## src/rtl/rgb_to_grayscale_pipe_if.sv

```systemverilog
`default_nettype none
// +----------------------------------------------------------------------------+
// | rgb_to_grayscale_pipe_if                                                   |
// | Pixel stream bundle: RGB input side and grayscale output side.             |
// | thresh_i exists only when GRAYSCALE_THRESHOLD_EN is defined.               |
// | Revision: 1.0                                                              |
// +----------------------------------------------------------------------------+
interface rgb_to_grayscale_pipe_if #(
    parameter int DATA_W = 8
);
    logic [DATA_W-1:0] red_i;
    logic [DATA_W-1:0] green_i;
    logic [DATA_W-1:0] blue_i;
    logic [1:0]        mode_i;
    logic              sof_i;
    logic              done_i;
    logic              ready_o;
    logic [DATA_W-1:0] grayscale_o;
    logic              done_o;
    logic              eol_o;
    logic              ready_i;
`ifdef GRAYSCALE_THRESHOLD_EN
    logic [DATA_W-1:0] thresh_i;

    modport master (
        output red_i, green_i, blue_i, mode_i, sof_i, done_i, ready_i, thresh_i,
        input  ready_o, grayscale_o, done_o, eol_o
    );

    modport slave (
        input  red_i, green_i, blue_i, mode_i, sof_i, done_i, ready_i, thresh_i,
        output ready_o, grayscale_o, done_o, eol_o
    );
`else
    modport master (
        output red_i, green_i, blue_i, mode_i, sof_i, done_i, ready_i,
        input  ready_o, grayscale_o, done_o, eol_o
    );

    modport slave (
        input  red_i, green_i, blue_i, mode_i, sof_i, done_i, ready_i,
        output ready_o, grayscale_o, done_o, eol_o
    );
`endif
endinterface
`default_nettype wire

```

## src/rtl/rgb_to_grayscale_pipe.sv

```systemverilog
`default_nettype none
// +----------------------------------------------------------------------------+
// | rgb_to_grayscale_pipe                                                      |
// | Input register plus weight/sum/round stages; optional binary threshold     |
// | enabled by the GRAYSCALE_THRESHOLD_EN macro.                               |
// | Revision: 1.0                                                              |
// +----------------------------------------------------------------------------+
module rgb_to_grayscale_pipe #(
    parameter int DATA_W    = 8,
    parameter int IMG_WIDTH = 512
) (
    input  logic                   clk,
    input  logic                   rst,
    rgb_to_grayscale_pipe_if.slave pix
);
    localparam int CW = (IMG_WIDTH > 1) ? $clog2(IMG_WIDTH) : 1;
    localparam int PW = DATA_W + 8;
    localparam int SW = DATA_W + 10;
    localparam int RW = DATA_W + 2;
    localparam logic [CW-1:0]     LAST_COL = CW'(IMG_WIDTH - 1);
    localparam logic [DATA_W-1:0] ALL_ONES = {DATA_W{1'b1}};
    localparam logic [SW-1:0]     ROUND    = SW'(128);

    logic adv;
    logic in_xfer;

    assign adv         = pix.ready_i | ~pix.done_o;
    assign pix.ready_o = adv;
    assign in_xfer     = pix.done_i & adv;

    logic [CW-1:0] col_q, col_d, pix_col;

    // sof_i only matters on an accepted pixel, so it is folded into pix_col
    always_comb begin
        pix_col = pix.sof_i ? '0 : col_q;
        col_d   = col_q;
        if (in_xfer) begin
            col_d = (pix_col == LAST_COL) ? '0 : pix_col + CW'(1);
        end
    end

    logic              s0_vld_q;
    logic [DATA_W-1:0] s0_r_q, s0_g_q, s0_b_q;
    logic [1:0]        s0_mode_q;
    logic              s0_eol_q;

    logic              s1_vld_q;
    logic [PW-1:0]     s1_pr_q, s1_pg_q, s1_pb_q;
    logic [PW-1:0]     s1_pr_d, s1_pg_d, s1_pb_d;
    logic [DATA_W-1:0] s1_max_q, s1_max_d;
    logic              s1_max_sel_q;
    logic              s1_eol_q;

    logic              s2_vld_q;
    logic [RW-1:0]     s2_res_q, s2_res_d;
    logic              s2_eol_q;

    logic              done_q;
    logic              eol_q;
    logic [DATA_W-1:0] gray_q, gray_d;

`ifdef GRAYSCALE_THRESHOLD_EN
    logic [DATA_W-1:0] s0_thr_q, s1_thr_q, s2_thr_q;
`endif

    logic [7:0] wt_r, wt_g, wt_b;

    always_comb begin
        wt_r = 8'd54;
        wt_g = 8'd183;
        wt_b = 8'd19;
        case (s0_mode_q)
            2'd0: begin
                wt_r = 8'd85;
                wt_g = 8'd86;
                wt_b = 8'd85;
            end
            2'd1: begin
                wt_r = 8'd77;
                wt_g = 8'd150;
                wt_b = 8'd29;
            end
            default: ;
        endcase
        s1_pr_d  = PW'(s0_r_q) * PW'(wt_r);
        s1_pg_d  = PW'(s0_g_q) * PW'(wt_g);
        s1_pb_d  = PW'(s0_b_q) * PW'(wt_b);
        s1_max_d = s0_r_q;
        if (s0_g_q > s1_max_d) s1_max_d = s0_g_q;
        if (s0_b_q > s1_max_d) s1_max_d = s0_b_q;
    end

    logic [SW-1:0] sum;

    always_comb begin
        sum      = SW'(s1_pr_q) + SW'(s1_pg_q) + SW'(s1_pb_q) + ROUND;
        s2_res_d = s1_max_sel_q ? RW'(s1_max_q) : RW'(sum >> 8);
    end

    logic [DATA_W-1:0] sat;

    // weights sum to 256 so saturation is a guard, not an expected path
    always_comb begin
        sat    = (s2_res_q > RW'(ALL_ONES)) ? ALL_ONES : s2_res_q[DATA_W-1:0];
        gray_d = sat;
`ifdef GRAYSCALE_THRESHOLD_EN
        if (s2_thr_q != '0) begin
            gray_d = (sat >= s2_thr_q) ? ALL_ONES : '0;
        end
`endif
    end

    always_ff @(posedge clk or negedge rst) begin
        if (!rst) begin
            col_q        <= '0;
            s0_vld_q     <= 1'b0;
            s0_r_q       <= '0;
            s0_g_q       <= '0;
            s0_b_q       <= '0;
            s0_mode_q    <= '0;
            s0_eol_q     <= 1'b0;
            s1_vld_q     <= 1'b0;
            s1_pr_q      <= '0;
            s1_pg_q      <= '0;
            s1_pb_q      <= '0;
            s1_max_q     <= '0;
            s1_max_sel_q <= 1'b0;
            s1_eol_q     <= 1'b0;
            s2_vld_q     <= 1'b0;
            s2_res_q     <= '0;
            s2_eol_q     <= 1'b0;
            done_q       <= 1'b0;
            eol_q        <= 1'b0;
            gray_q       <= '0;
`ifdef GRAYSCALE_THRESHOLD_EN
            s0_thr_q     <= '0;
            s1_thr_q     <= '0;
            s2_thr_q     <= '0;
`endif
        end else begin
            col_q <= col_d;
            if (adv) begin
                s0_vld_q     <= pix.done_i;
                s0_r_q       <= pix.red_i;
                s0_g_q       <= pix.green_i;
                s0_b_q       <= pix.blue_i;
                s0_mode_q    <= pix.mode_i;
                s0_eol_q     <= (pix_col == LAST_COL);
                s1_vld_q     <= s0_vld_q;
                s1_pr_q      <= s1_pr_d;
                s1_pg_q      <= s1_pg_d;
                s1_pb_q      <= s1_pb_d;
                s1_max_q     <= s1_max_d;
                s1_max_sel_q <= (s0_mode_q == 2'd3);
                s1_eol_q     <= s0_eol_q;
                s2_vld_q     <= s1_vld_q;
                s2_res_q     <= s2_res_d;
                s2_eol_q     <= s1_eol_q;
                done_q       <= s2_vld_q;
                eol_q        <= s2_eol_q;
                gray_q       <= gray_d;
`ifdef GRAYSCALE_THRESHOLD_EN
                s0_thr_q     <= pix.thresh_i;
                s1_thr_q     <= s0_thr_q;
                s2_thr_q     <= s1_thr_q;
`endif
            end
        end
    end

    assign pix.done_o      = done_q;
    assign pix.eol_o       = eol_q;
    assign pix.grayscale_o = gray_q;

endmodule
`default_nettype wire

```

## src/flat_wrapper.sv

```systemverilog
// flat-port wrapper written by rule: the top's interface ports become plain ports
module rgb_to_grayscale_pipe_flat 
#(
    parameter int DATA_W    = 8,
    parameter int IMG_WIDTH = 512
)
  (clk, rst, pix_red_i, pix_green_i, pix_blue_i, pix_mode_i, pix_sof_i, pix_done_i, pix_ready_i, pix_ready_o, pix_grayscale_o, pix_done_o, pix_eol_o);
  rgb_to_grayscale_pipe_if #(.DATA_W(DATA_W)) pix_i ();
  input  logic clk;
  input  logic rst;
  input wire logic [$bits(pix_i.red_i)-1:0] pix_red_i;
  input wire logic [$bits(pix_i.green_i)-1:0] pix_green_i;
  input wire logic [$bits(pix_i.blue_i)-1:0] pix_blue_i;
  input wire logic [$bits(pix_i.mode_i)-1:0] pix_mode_i;
  input wire logic [$bits(pix_i.sof_i)-1:0] pix_sof_i;
  input wire logic [$bits(pix_i.done_i)-1:0] pix_done_i;
  input wire logic [$bits(pix_i.ready_i)-1:0] pix_ready_i;
  output wire logic [$bits(pix_i.ready_o)-1:0] pix_ready_o;
  output wire logic [$bits(pix_i.grayscale_o)-1:0] pix_grayscale_o;
  output wire logic [$bits(pix_i.done_o)-1:0] pix_done_o;
  output wire logic [$bits(pix_i.eol_o)-1:0] pix_eol_o;
  assign pix_i.red_i = pix_red_i;
  assign pix_i.green_i = pix_green_i;
  assign pix_i.blue_i = pix_blue_i;
  assign pix_i.mode_i = pix_mode_i;
  assign pix_i.sof_i = pix_sof_i;
  assign pix_i.done_i = pix_done_i;
  assign pix_i.ready_i = pix_ready_i;
  assign pix_ready_o = pix_i.ready_o;
  assign pix_grayscale_o = pix_i.grayscale_o;
  assign pix_done_o = pix_i.done_o;
  assign pix_eol_o = pix_i.eol_o;
  rgb_to_grayscale_pipe #(.DATA_W(DATA_W), .IMG_WIDTH(IMG_WIDTH)) u_core (.clk(clk), .rst(rst), .pix(pix_i));
endmodule
```

## config.mk

```make
export PLATFORM = sky130hd
export DESIGN_NAME = rgb_to_grayscale_pipe_flat
export DESIGN_NICKNAME = d
export VERILOG_FILES = /design/src/rtl/rgb_to_grayscale_pipe_if.sv /design/src/rtl/rgb_to_grayscale_pipe.sv /design/src/flat_wrapper.sv
export SDC_FILE = /design/constraint.sdc
export NUM_CORES = 1
export LEC_CHECK = 0
export ABC_AREA = 1
export ABC_CLOCK_PERIOD_IN_PS = 8700
export CELL_PAD_IN_SITES_DETAIL_PLACEMENT = 1
export CELL_PAD_IN_SITES_GLOBAL_PLACEMENT = 1
export CORE_MARGIN = 3
export CORE_UTILIZATION = 30
export CTS_CLUSTER_DIAMETER = 120
export DETAILED_ROUTE_END_ITERATION = 8
export PLACE_DENSITY = 0.65
export SYNTH_ARGS = -nofsm -noshare
export SYNTH_HDL_FRONTEND = slang
export SYNTH_SLANG_ARGS = --single-unit
```

## constraint.sdc

```tcl
create_clock -name clk -period 8.7 [get_ports clk]
set_input_delay 2.61 -clock clk [delete_from_list [all_inputs] [get_ports clk]]
set_output_delay 2.61 -clock clk [all_outputs]
set_load 0.05 [all_outputs]
```

**Word-level counts from Yosys, hierarchy flattened**

Cells that the tools add are included.

- Output and inout bits: 11
- Register bits after elaboration: 118
- Word-level logic and storage cells: 46

- $mul: 3
- Order comparisons: 3
- Multiplexer cells: 9
- Add/subtract/negate cells: 4
- Reduce and logical (&&, ||, !) cells: 1
- Equal/unequal tests: 3
- Bitwise gates (word level): 3

Operators by type and width:

| operator | count |
|---|---|
| 8-bit by 7-bit multiplier with 15-bit output | 2 |
| 7-bit case mux with 2 select lines | 2 |
| 8-bit two-way mux | 3 |
| 18-bit by 16-bit adder with 18-bit output | 1 |
| 18-bit by 8-bit adder with 18-bit output, second input constant | 1 |
| 9-bit two-way mux | 2 |
| 16-bit by 16-bit adder with 17-bit output | 1 |
| 8-bit greater-than comparator | 2 |
| 8-bit by 8-bit multiplier with 16-bit output | 1 |
| 8-bit case mux with 2 select lines | 1 |
| 10-bit by 8-bit greater-than comparator with 1-bit output, second input constant | 1 |
| 10-bit two-way mux | 1 |
| 9-bit by 1-bit adder with 9-bit output, second input constant | 1 |
| 9-bit == test, second input constant | 1 |
| 2-bit by 1-bit == test with 1-bit output, second input constant | 1 |
| 2-bit == test, second input constant | 1 |
| 2-bit logical NOT | 1 |
| 1-bit AND | 1 |
| 1-bit NOT | 1 |
| 1-bit bitwise OR | 1 |

**Depth between registers and ports, before layout**

Gate-level depths: netlist of run 1.

- Word-level depth: 4
- Gate-level depth with buffers: 24

**Worst setup path before layout of run 1**

No wires, ideal clock.

- Path kind: input port to output port
- Start point: input port pix_ready_i
- End point: output port pix_ready_o
- Setup slack: 2.590 ns
- Stages on the path: 4
- Data arrival time: 3.500 ns
- Data required time: 6.090 ns
- Buffers on the path: 2
- Cell sequence: nor2_1 > inv_2 > buf_2 > clkbuf_1

- Longest elaborated chain between the ends: 1

Ends and longest elaborated chain:

| element | RTL line | source |
|---|---|---|
| start: declaration | flat_wrapper.sv:17 | `input wire logic [$bits(pix_i.ready_i)-1:0] pix_ready_i;` |
| 1-bit bitwise OR | rgb_to_grayscale_pipe.sv:27 | `assign adv = pix.ready_i \| ~pix.done_o;` |
| end: declaration | flat_wrapper.sv:18 | `output wire logic [$bits(pix_i.ready_o)-1:0] pix_ready_o;` |

No other way between the ends.

**Final worst setup path of run 1**

Ends and elaborated chain as after synthesis.

==> results by group, run 1 <==
Status
  • Outcome: finished, final reports clean

Worst setup path
  • Worst Path Max Fanout: 23
  • Worst R2R Path Depth: 20
  • Critical Path Slowest Stage Cell: clkdlybuf4s50_1
  • CP Buf/Inv Count: 3
  • Cells along the critical path: clkdlybuf4s50_1 -> nor2_4 -> inv_4 -> clkdlybuf4s50_1
  • Worst setup EP type: output pin
  • WP data arrival: 4.27 ns
  • R2r startpoint: u_core.s0_mode_q[1]
  • Top delay family on crit path: buffers and inverters
  • Worst setup SP type: primary input
  • Reg2reg end: u_core.s1_pr_q[11]
  • CP Launch Point: pix_ready_i
  • Crit path kind: in -> out
  • CP required: 6.09 ns
  • R2R setup slack: 3.30 ns
  • CP most frequent cell: clkdlybuf4s50_1
  • Critical Path Max Stage Delay: 0.88 ns

Floorplan
  • Initial Utilization: 30.8%
  • Die ar.: 0.0427 sq mm
  • Ports: 42
  • DIE WIDTH: 207 um
  • Die Span Y: 207 um
  • Rows: 72
  • Core Region: 0.0392 sq mm

Hold path
  • Worst Hold Path EP: u_core.s1_eol_q
  • Min-Delay Path Depth: 2
  • Hold path startpoint: u_core.s0_eol_q
  • Class of the worst hold path: reg -> reg

Layout
  • Share of layout cells above drive strength 1: 5.49%
  • Synthesis-to-finish area growth: 12.5%
  • Non-filler cells, final: 2175
  • Commonest non-fill, non-tap cells in the layout: nand2_1 (453), inv_1 (260), ha_1 (174)
  • N_diodes: 0
  • Commonest non-fill, non-tap cell in the layout: nand2_1
  • NumNets Final: 1922

Synth
  • Post-synth top area share: 24.1%
  • Synth area leaders: dfrtp_1 (24%), ha_1 (18%), nand2_1 (14%), fa_1 (12%), inv_1 (8.1%)
  • Syn Area/Cell: 7.46 sq um
  • Synthesized instance count: 1617
  • Synthesized area: 0.0121 sq mm
  • Post-synthesis register bit count: 116
  • Post-synthesis async set-or-reset flop share: 100%
  • Netlist cell types: 46
  • Count of flip-flops with a built-in enable after synthesis: 0
  • Synth area leader: dfrtp_1
  • Sequential-to-total area share from yosys stat: 24.1%
  • Primary FF master, synth: dfrtp_1
  • Synth warn: 0

Routing
  • Vias: 10189
  • Routed wl met3: 731 um
  • Routed met2 length: 16.2 mm
  • Number of routed nets with antenna violations: 0
  • Starting DRT DRC Count: 303
  • M1 wire length: 16.0 mm
  • Vias/cell: 4.68
  • Drt pass-1 iters: 4
  • DRC errors left: 0
  • Per-cell routed wire length: 15.5 um
  • WL final: 33.6 mm
  • DR top layer: met5

GRT
  • Total Routing Usage GR: 16.5%
  • Initial antenna violation count: 1
  • Vias in the first global route: 10751
  • First-pass GRT wire length: 55.9 mm
  • Largest net degree at the start of global routing: 100
  • Overflow after GRT: 0

STA
  • Max Fclk: 145 MHz
  • Final setup fails: 0
  • Slew margin rel.: 35.9%
  • Clock Skews: 0.00797 ns
  • Hold Vio Cnt, Final: 0
  • Max-slew violations: 0
  • Worst slew pin tran: 0.962 ns
  • WHS: 0.474 ns
  • RSZ-0062 raised after global routing: false
  • Final worst slack: 1.82 ns
  • Min Tclk post-route: 6.88 ns
  • Total negative slack: 0 ns
  • Final worst path period share: 79.1%

Clock tree
  • CTS root buf: clkbuf_16
  • Clk_lat worst skew: 0.44 ns
  • CTS tree: done
  • Clock slew at reported path FFs: 0.07 ns
  • Post-cts sizing count: 0
  • CTS Hold Buffers Added: 0
  • Post-CTS Setup Inserts: 0
  • Cts bufs inserted: 17
  • Clk sink count: 116
  • H-tree depth: 4
  • Clock tree buffer depth: 2

Placed design
  • Setup WS pre-CTS: 1.77 ns
  • IO buf count: 41
  • GP Congestion: 0.863
  • Post-detail-place hpwl: 27.1 mm
  • Inst Count DP: 2143

Flow run
  • Max Cap Viol: 0
## flip-flops by register name, summed over array words and instances (netlist names), 2 cells and up
name	cells
u_core.s1_pg_q	16
u_core.s1_pb_q	15
u_core.s2_res_q	10
u_core.s0_b_q	8
u_core.s0_mode_q	2
u_core.pix.grayscale_o	8
u_core.s1_max_q	8
u_core.s0_r_q	8
u_core.s1_pr_q	15
u_core.col_q	9
u_core.s0_g_q	8
## cell families after synthesis
group | after synthesis | synth area share, %
other | 2 | 0.0623
DFF | 116 | 24.1
adders and majority gates | 247 | 30.2
and+or+nand+nor | 730 | 25.7
AOI/OAI and AO/OA | 174 | 7.83
buffers and inverters | 321 | 10.2
xor gates and xnor gates | 27 | 1.96
## cell usage after synthesis, types with 2 or more instances
cell type	n
o21bai_1	4
o31ai_1	2
buf_1	3
o21ai_0	70
or2_1	4
nand3_1	103
ha_1	174
clkbuf_1	17
buf_2	19
nand3b_1	4
nor3_1	6
o22ai_1	2
inv_1	260
nor2_2	2
a31oi_1	9
a21boi_0	3
xor2_1	12
xnor2_1	15
o21ai_2	2
o21ai_1	19
or2_0	2
and2_1	9
dfrtp_1	116
conb_1	2
nand2_1	453
a21oi_1	52
or2_2	2
nand4_1	8
nand2_8	2
nand2_2	15
a21o_1	3
o21a_1	5
fa_1	73
inv_2	22
nand2_4	2
nor2_1	111
## tightest hold or removal path, cell delays in order, from the launching register on
cell and delay [ns]:
dfrtp_1 0.35, nand2_1 0.05, nand2_1 0.05
## stage by stage
stage / area (sq um) / utilization [%]
after global placement: 13000 / 33.2
final: 13600 / 34.6
after CTS: 13600 / 34.6
after detailed placement: 13000 / 33.2
after floorplan: 12100 / -
after global routing: 13600 / 34.6
## per-layer routing
layer / global-route usage, % / up-vias
li1: - / 5129
met1: 21.5 / 4946
met2: 28.8 / 74
met5: 0 / -
met3: 2.57 / 38
met4: 4.15 / 2
## layout make-up
| cell class | instances | area [sq um] |
|---|---|---|
| Sequential cell | 116 | 2900 |
| Clock buffer | 18 | 429 |
| Fill cell | 4782 | 25600 |
| Timing Repair Buffer | 45 | 438 |
| Inverter | 282 | 1060 |
| Multi-Input combinational cell | 1182 | 7950 |
| Tap cell | 518 | 648 |
| Clock inverter | 14 | 143 |
## worst max-delay path by stage
stage                  end  cells past startpoint
6_report       pix_ready_o                      4
4_1_cts        pix_ready_o                      4
5_1_grt        pix_ready_o                      4
3_5_place_dp   pix_ready_o                      4
2_1_floorplan  pix_ready_o                      4
3_3_place_gp   pix_ready_o                      4
Power of run 1 is left out: the tool's default activity adds up to more than one toggle a clock period on the data nets, which glitch-free logic cannot reach.
==> run 2: changes to the inputs <==
Settings changed: ABC_CLOCK_PERIOD_IN_PS 8700 to 7100.
Clock period 8.7 ns to 7.1 ns, I/O delays scaled along.
==> run 2 against run 1 <==
Via count increased by 0.44%. Critical path depth is the same. Clock skew is 0.0035 ns higher. Wire length rose by 0.99%. Setup slack lost 0.73 ns. Global-route usage up 0.42 points. Sequential share of layout area barely moved. Sequential cell count did not move. Cell count unchanged. First-iteration DRC count increased by 37%. Critical path type unchanged. Die area is the same. Clock-buffer cell count shrank 1.
==> results by group, run 2 (synthesis results as in run 1) <==
Layout
  • Max reg flops: 16 (unchanged)
  • Post-route cell area: 0.0136 sq mm (+0.18%)
  • Register with the most flip-flops: u_core.s1_pg_q
  • Commonest non-fill, non-tap cell in the layout: nand2_1
  • Multi-input gate area: 0.00795 sq mm (unchanged)
  • Commonest non-fill, non-tap cells in the layout: nand2_1 (453), inv_1 (260), ha_1 (174)
  • NumNets Final: 1922 (unchanged)
  • # fillers: 4838 (+1.2%)
  • Share of layout cells above drive strength 1: 5.55% (+0.060 points)
  • Synthesis-to-finish area growth: 12.7%
  • N_diodes: 0 (unchanged)
  • Final Util: 34.7% (+0.064 points)
  • Seq. cell area: 0.00290 sq mm (unchanged)
  • Largest regs: u_core.s1_pg_q x16, u_core.s1_pb_q x15, u_core.s1_pr_q x15

Worst setup path
  • Cells along the critical path: clkdlybuf4s50_1 -> nor2_4 -> inv_4 -> clkdlybuf4s50_1
  • Worst Path Max Fanout: 31 (+35%)
  • CP required: 4.97 ns (-1.12 ns)
  • Critical Path Slowest Stage Cell: clkdlybuf4s50_1
  • Worst setup SP type: primary input
  • Worst setup EP type: output pin
  • Worst R2R Path Depth: 20 (unchanged)
  • WP data arrival: 3.88 ns (-0.39 ns)
  • Critical Path Max Stage Delay: 0.88 ns (about the same)
  • Crit path kind: in -> out
  • CP most frequent cell: clkdlybuf4s50_1

STA
  • Min Tclk post-route: 6.01 ns
  • Worst slew pin tran: 0.901 ns (-0.0611 ns)
  • Max-slew violations: 0 (unchanged)
  • Clock Skews: 0.0115 ns (+0.00354 ns)
  • Final worst path period share: 84.6%
  • Max Fclk: 166 MHz
  • Final setup fails: 0 (unchanged)
  • Total negative slack: 0 ns (unchanged)
  • Hold Vio Cnt, Final: 0 (unchanged)
  • WHS: 0.469 ns (-0.00524 ns)
  • Slew margin rel.: 39.9% (+4.1 points)
  • RSZ-0062 raised after global routing: false

Clock tree
  • Post-cts sizing count: 0 (unchanged)
  • CTS root buf: clkbuf_16
  • H-tree depth: 4 (unchanged)
  • Cts bufs inserted: 17 (unchanged)
  • Clk_lat worst skew: 0.45 ns (about the same)
  • Post-CTS Setup Inserts: 0 (unchanged)
  • Clk sink count: 116 (unchanged)
  • CTS Hold Buffers Added: 0 (unchanged)
  • Clock tree buffer depth: 2 (unchanged)
  • CTS tree: done
  • Clock slew at reported path FFs: 0.06 ns (about the same)

Placed design
  • GP Congestion: 0.865 (+0.20%)
  • Post-detail-place hpwl: 27.2 mm (+0.30%)
  • Area after DPL: 0.0130 sq mm (unchanged)
  • IO buf count: 41 (unchanged)

Routing
  • Number of routed nets with antenna violations: 0 (unchanged)
  • DRC errors left: 0 (unchanged)
  • Vias/cell: 4.71 (+0.44%)
  • Per-cell routed wire length: 15.6 um (+0.99%)
  • Vias: 10234 (+0.44%)
  • Drt pass-1 iters: 4 (unchanged)
  • Starting DRT DRC Count: 416 (+37%)
  • WL final: 34.0 mm (+0.99%)

GRT
  • Initial antenna violation count: 1 (unchanged)
  • Vias in the first global route: 10960 (+1.9%)
  • Total Routing Usage GR: 17.0% (+0.42 points)
  • Overflow after GRT: 0 (unchanged)
  • Largest net degree at the start of global routing: 92 (-8.0%)
  • First-pass GRT wire length: 57.2 mm (+2.3%)

Floorplan
  • Initial Utilization: 30.8% (unchanged)
  • Rows: 72 (unchanged)
  • Ports: 42 (unchanged)
  • Die Span Y: 207 um (unchanged)
  • Die ar.: 0.0427 sq mm (unchanged)
  • DIE WIDTH: 207 um (unchanged)
  • Core Region: 0.0392 sq mm (unchanged)

Hold path
  • Class of the worst hold path: reg -> reg
  • Min-Delay Path Depth: 1 (-1)

Flow run
  • Max Cap Viol: 0 (unchanged)

Status
  • Outcome: finished, final reports clean
==> run 2: cell count changes in the layout (fill, tap and decap cells not counted), sizes merged <==
cell    delta
clkbuf     -1
inv        -2
bufinv     +1
clkinv     +2
==> run 2: critical path, delay by kind of cell <==
kind | cells | cell delay (ns)
buffers and inverters | 3 | 1.66
and+or+nand+nor | 1 | 0.06
==> run 2: routing by layer <==
layer / track usage (%) / routed length (um) / up-vias
li1: - / - / 5128
met1: 22.9 / 16400 / 4959
met2: 28.1 / 15900 / 102
met3: 2.59 / 838 / 43
met4: 5.04 / 774 / 2
met5: 0 / 13 / -
==> run 2: stage by stage <==
stage	cells	setup WS, ns
2_1_floorplan	1619	1.95
3_3_place_gp	2143	1.07
3_5_place_dp	2143	1.06
4_1_cts	2175	1.06
5_1_grt	2175	0.977
6_report	2175	1.09
==> run 2: worst paths after layout <==
path                                     start  slack (ns)                   to
max                                pix_ready_i        1.09          pix_ready_o
min                            u_core.s2_vld_q        0.47    u_core.pix.done_o
max reg2reg                u_core.s0_mode_q[0]        1.89   u_core.s1_pr_q[12]
min reg2reg                    u_core.s2_vld_q        0.47    u_core.pix.done_o
max in group asynchronous                  rst        3.94     u_core.s0_r_q[4]
min in group asynchronous                  rst        1.76  u_core.s1_max_sel_q
==> run 2: area by class of cell <==
class | count | area share [%]
Multi-Input combinational cell | 1182 | 58.5
Sequential cell | 116 | 21.4
Inverter | 282 | 7.80
Tap cell | 518 | 4.77
Timing Repair Buffer | 45 | 3.22
Clock buffer | 17 | 3.13
Clock inverter | 15 | 1.26
Power of run 2 is left out for the same reason.
==> run 3: changes to the inputs <==
Settings changed: ABC_CLOCK_PERIOD_IN_PS 7100 to 6070.
Clock period 7.1 ns to 6.07 ns, I/O delays scaled along.
==> run 3 against run 2 <==
Critical path depth is the same. Global-route usage is 0.17 points lower. First-iteration DRC count down 23%. Die area did not move. Via count decreased by 0.57%. Design area shrank 0.14%. Cell count up 0.18%. Register-to-register slack lost 0.65 ns. Clock skew grew 0.0039 ns. Sequential cell count did not move. Sequential share of layout area about the same. Worst hold slack improved by 0.0013 ns. Largest cell class unchanged. Highest routed layer is now met4.
==> results by group, run 3 (synthesis results as in run 1) <==
Status
  • Outcome: finished, final reports clean

Worst setup path
  • R2R setup slack: 1.24 ns (-0.65 ns)
  • Crit path kind: in -> out
  • Worst setup EP type: output pin
  • Worst R2R Path Depth: 23 (+15%)
  • Reg2reg end: u_core.s1_pb_q[11]
  • Worst setup SP type: primary input
  • Worst Path Max Fanout: 4 (-87%)
  • R2r startpoint: u_core.s0_mode_q[1]
  • CP required: 4.25 ns (-0.72 ns)
  • WP data arrival: 3.28 ns (-0.60 ns)

GRT
  • Vias in the first global route: 10951 (-0.082%)
  • Initial antenna violation count: 0 (-1)
  • Overflow after GRT: 0 (unchanged)
  • Total Routing Usage GR: 16.8% (-0.17 points)
  • First-pass GRT wire length: 56.7 mm (-0.91%)
  • Largest net degree at the start of global routing: 92 (unchanged)

Hold path
  • Min-Delay Path Depth: 1 (unchanged)
  • Worst Hold Path EP: u_core.pix.done_o
  • Class of the worst hold path: reg -> reg
  • Hold path startpoint: u_core.s2_vld_q

Clock tree
  • CTS Hold Buffers Added: 0 (unchanged)
  • Clock slew at reported path FFs: 0.06 ns (about the same)
  • CTS root buf: clkbuf_16
  • H-tree depth: 4 (unchanged)
  • CTS tree: done
  • Post-CTS Setup Inserts: 0 (unchanged)
  • Cts bufs inserted: 17 (unchanged)
  • Clock tree buffer depth: 2 (unchanged)
  • Clk sink count: 116 (unchanged)
  • Clk_lat worst skew: 0.45 ns (about the same)
  • Post-cts sizing count: 0 (unchanged)

Layout
  • Register with the most flip-flops: u_core.s1_pg_q
  • N_diodes: 0 (unchanged)
  • Share of layout cells above drive strength 1: 5.72% (+0.17 points)
  • Post-route cell area: 0.0136 sq mm (-0.14%)
  • Largest regs: u_core.s1_pg_q x16, u_core.s1_pb_q x15, u_core.s1_pr_q x15
  • Commonest non-fill, non-tap cell in the layout: nand2_1
  • Commonest non-fill, non-tap cells in the layout: nand2_1 (453), inv_1 (260), ha_1 (174)
  • Max reg flops: 16 (unchanged)
  • NumNets Final: 1926 (+0.21%)
  • # fillers: 4839 (+0.021%)
  • Synthesis-to-finish area growth: 12.5%

Placed design
  • Post-detail-place hpwl: 27.5 mm (+1.0%)
  • Area after DPL: 0.0130 sq mm (+0.23%)
  • GP Congestion: 0.840 (-2.9%)
  • IO buf count: 41 (unchanged)

Floorplan
  • Die Span Y: 207 um (unchanged)
  • Initial Utilization: 30.8% (unchanged)
  • Die ar.: 0.0427 sq mm (unchanged)
  • DIE WIDTH: 207 um (unchanged)
  • Ports: 42 (unchanged)
  • Rows: 72 (unchanged)
  • Core Region: 0.0392 sq mm (unchanged)

STA
  • Final setup fails: 0 (unchanged)
  • Max-slew violations: 0 (unchanged)
  • Clock Skews: 0.0154 ns (+0.00391 ns)
  • Final worst path period share: 84.0%
  • Min Tclk post-route: 5.10 ns
  • Slew margin rel.: 38.7% (-1.3 points)
  • Total negative slack: 0 ns (unchanged)
  • Worst slew pin tran: 0.920 ns (+0.0192 ns)
  • Hold Vio Cnt, Final: 0 (unchanged)
  • RSZ-0062 raised after global routing: false
  • Max Fclk: 196 MHz

Routing
  • Vias: 10176 (-0.57%)
  • Number of routed nets with antenna violations: 0 (unchanged)
  • Per-cell routed wire length: 15.5 um (-0.96%)
  • Starting DRT DRC Count: 321 (-23%)
  • Drt pass-1 iters: 4 (unchanged)
  • Vias/cell: 4.67 (-0.75%)
  • WL final: 33.7 mm (-0.78%)
  • DRC errors left: 0 (unchanged)

Flow run
  • Max Cap Viol: 0 (unchanged)
==> run 3: worst max-delay path by stage <==
| stage | from | end | slack [ns] | depth (start not counted) |
|---|---|---|---|---|
| finish | pix_ready_i | pix_ready_o | 0.97 | 4 |
| global route | u_core.s0_mode_q[1] | u_core.s1_pb_q[11] | 0.89 | 23 |
| CTS | pix_ready_i | pix_ready_o | 0.93 | 4 |
| detailed placement | pix_ready_i | pix_ready_o | 0.93 | 4 |
| global placement | pix_ready_i | pix_ready_o | 0.92 | 4 |
| floorplan | pix_ready_i | pix_ready_o | 1.54 | 4 |
==> run 3: per-layer routing <==
metal	part of all wire (%)	GRT usage [%]	up-vias
met3	2.3	2.85	36
li1	-	-	5136
met2	48	28.5	90
met5	0	0	-
met1	48	22.0	4914
met4	2.5	4.85	0
==> run 3: worst max-delay path, cell delays in order <==
cell and delay (ns):
clkdlybuf4s50_1 0.50, nor2_4 0.08, inv_4 0.06, clkdlybuf4s50_1 0.81
==> run 3: cell type report <==
type                    count  area (sq um)  area share (%)
clock inverters            14           119           0.876
clock buffers              18           429            3.16
inverters                 282          1060            7.82
repair buffers             49           468            3.45
multi-input cells        1182          7950            58.5
well taps                 518           648            4.77
flip-flops and latches    116          2900            21.4
==> run 3: per-stage QoR <==
stage	util [%]	setup slack, ns	std cells	hold WS, ns
floorplan	-	1.54	1619	0.440
global placement	33.2	0.925	2147	0.451
detailed placement	33.2	0.932	2147	0.461
CTS	34.6	0.932	2179	0.477
global route	34.6	0.887	2179	0.499
finish	34.6	0.970	2179	0.470
Power of run 3 is left out for the same reason.
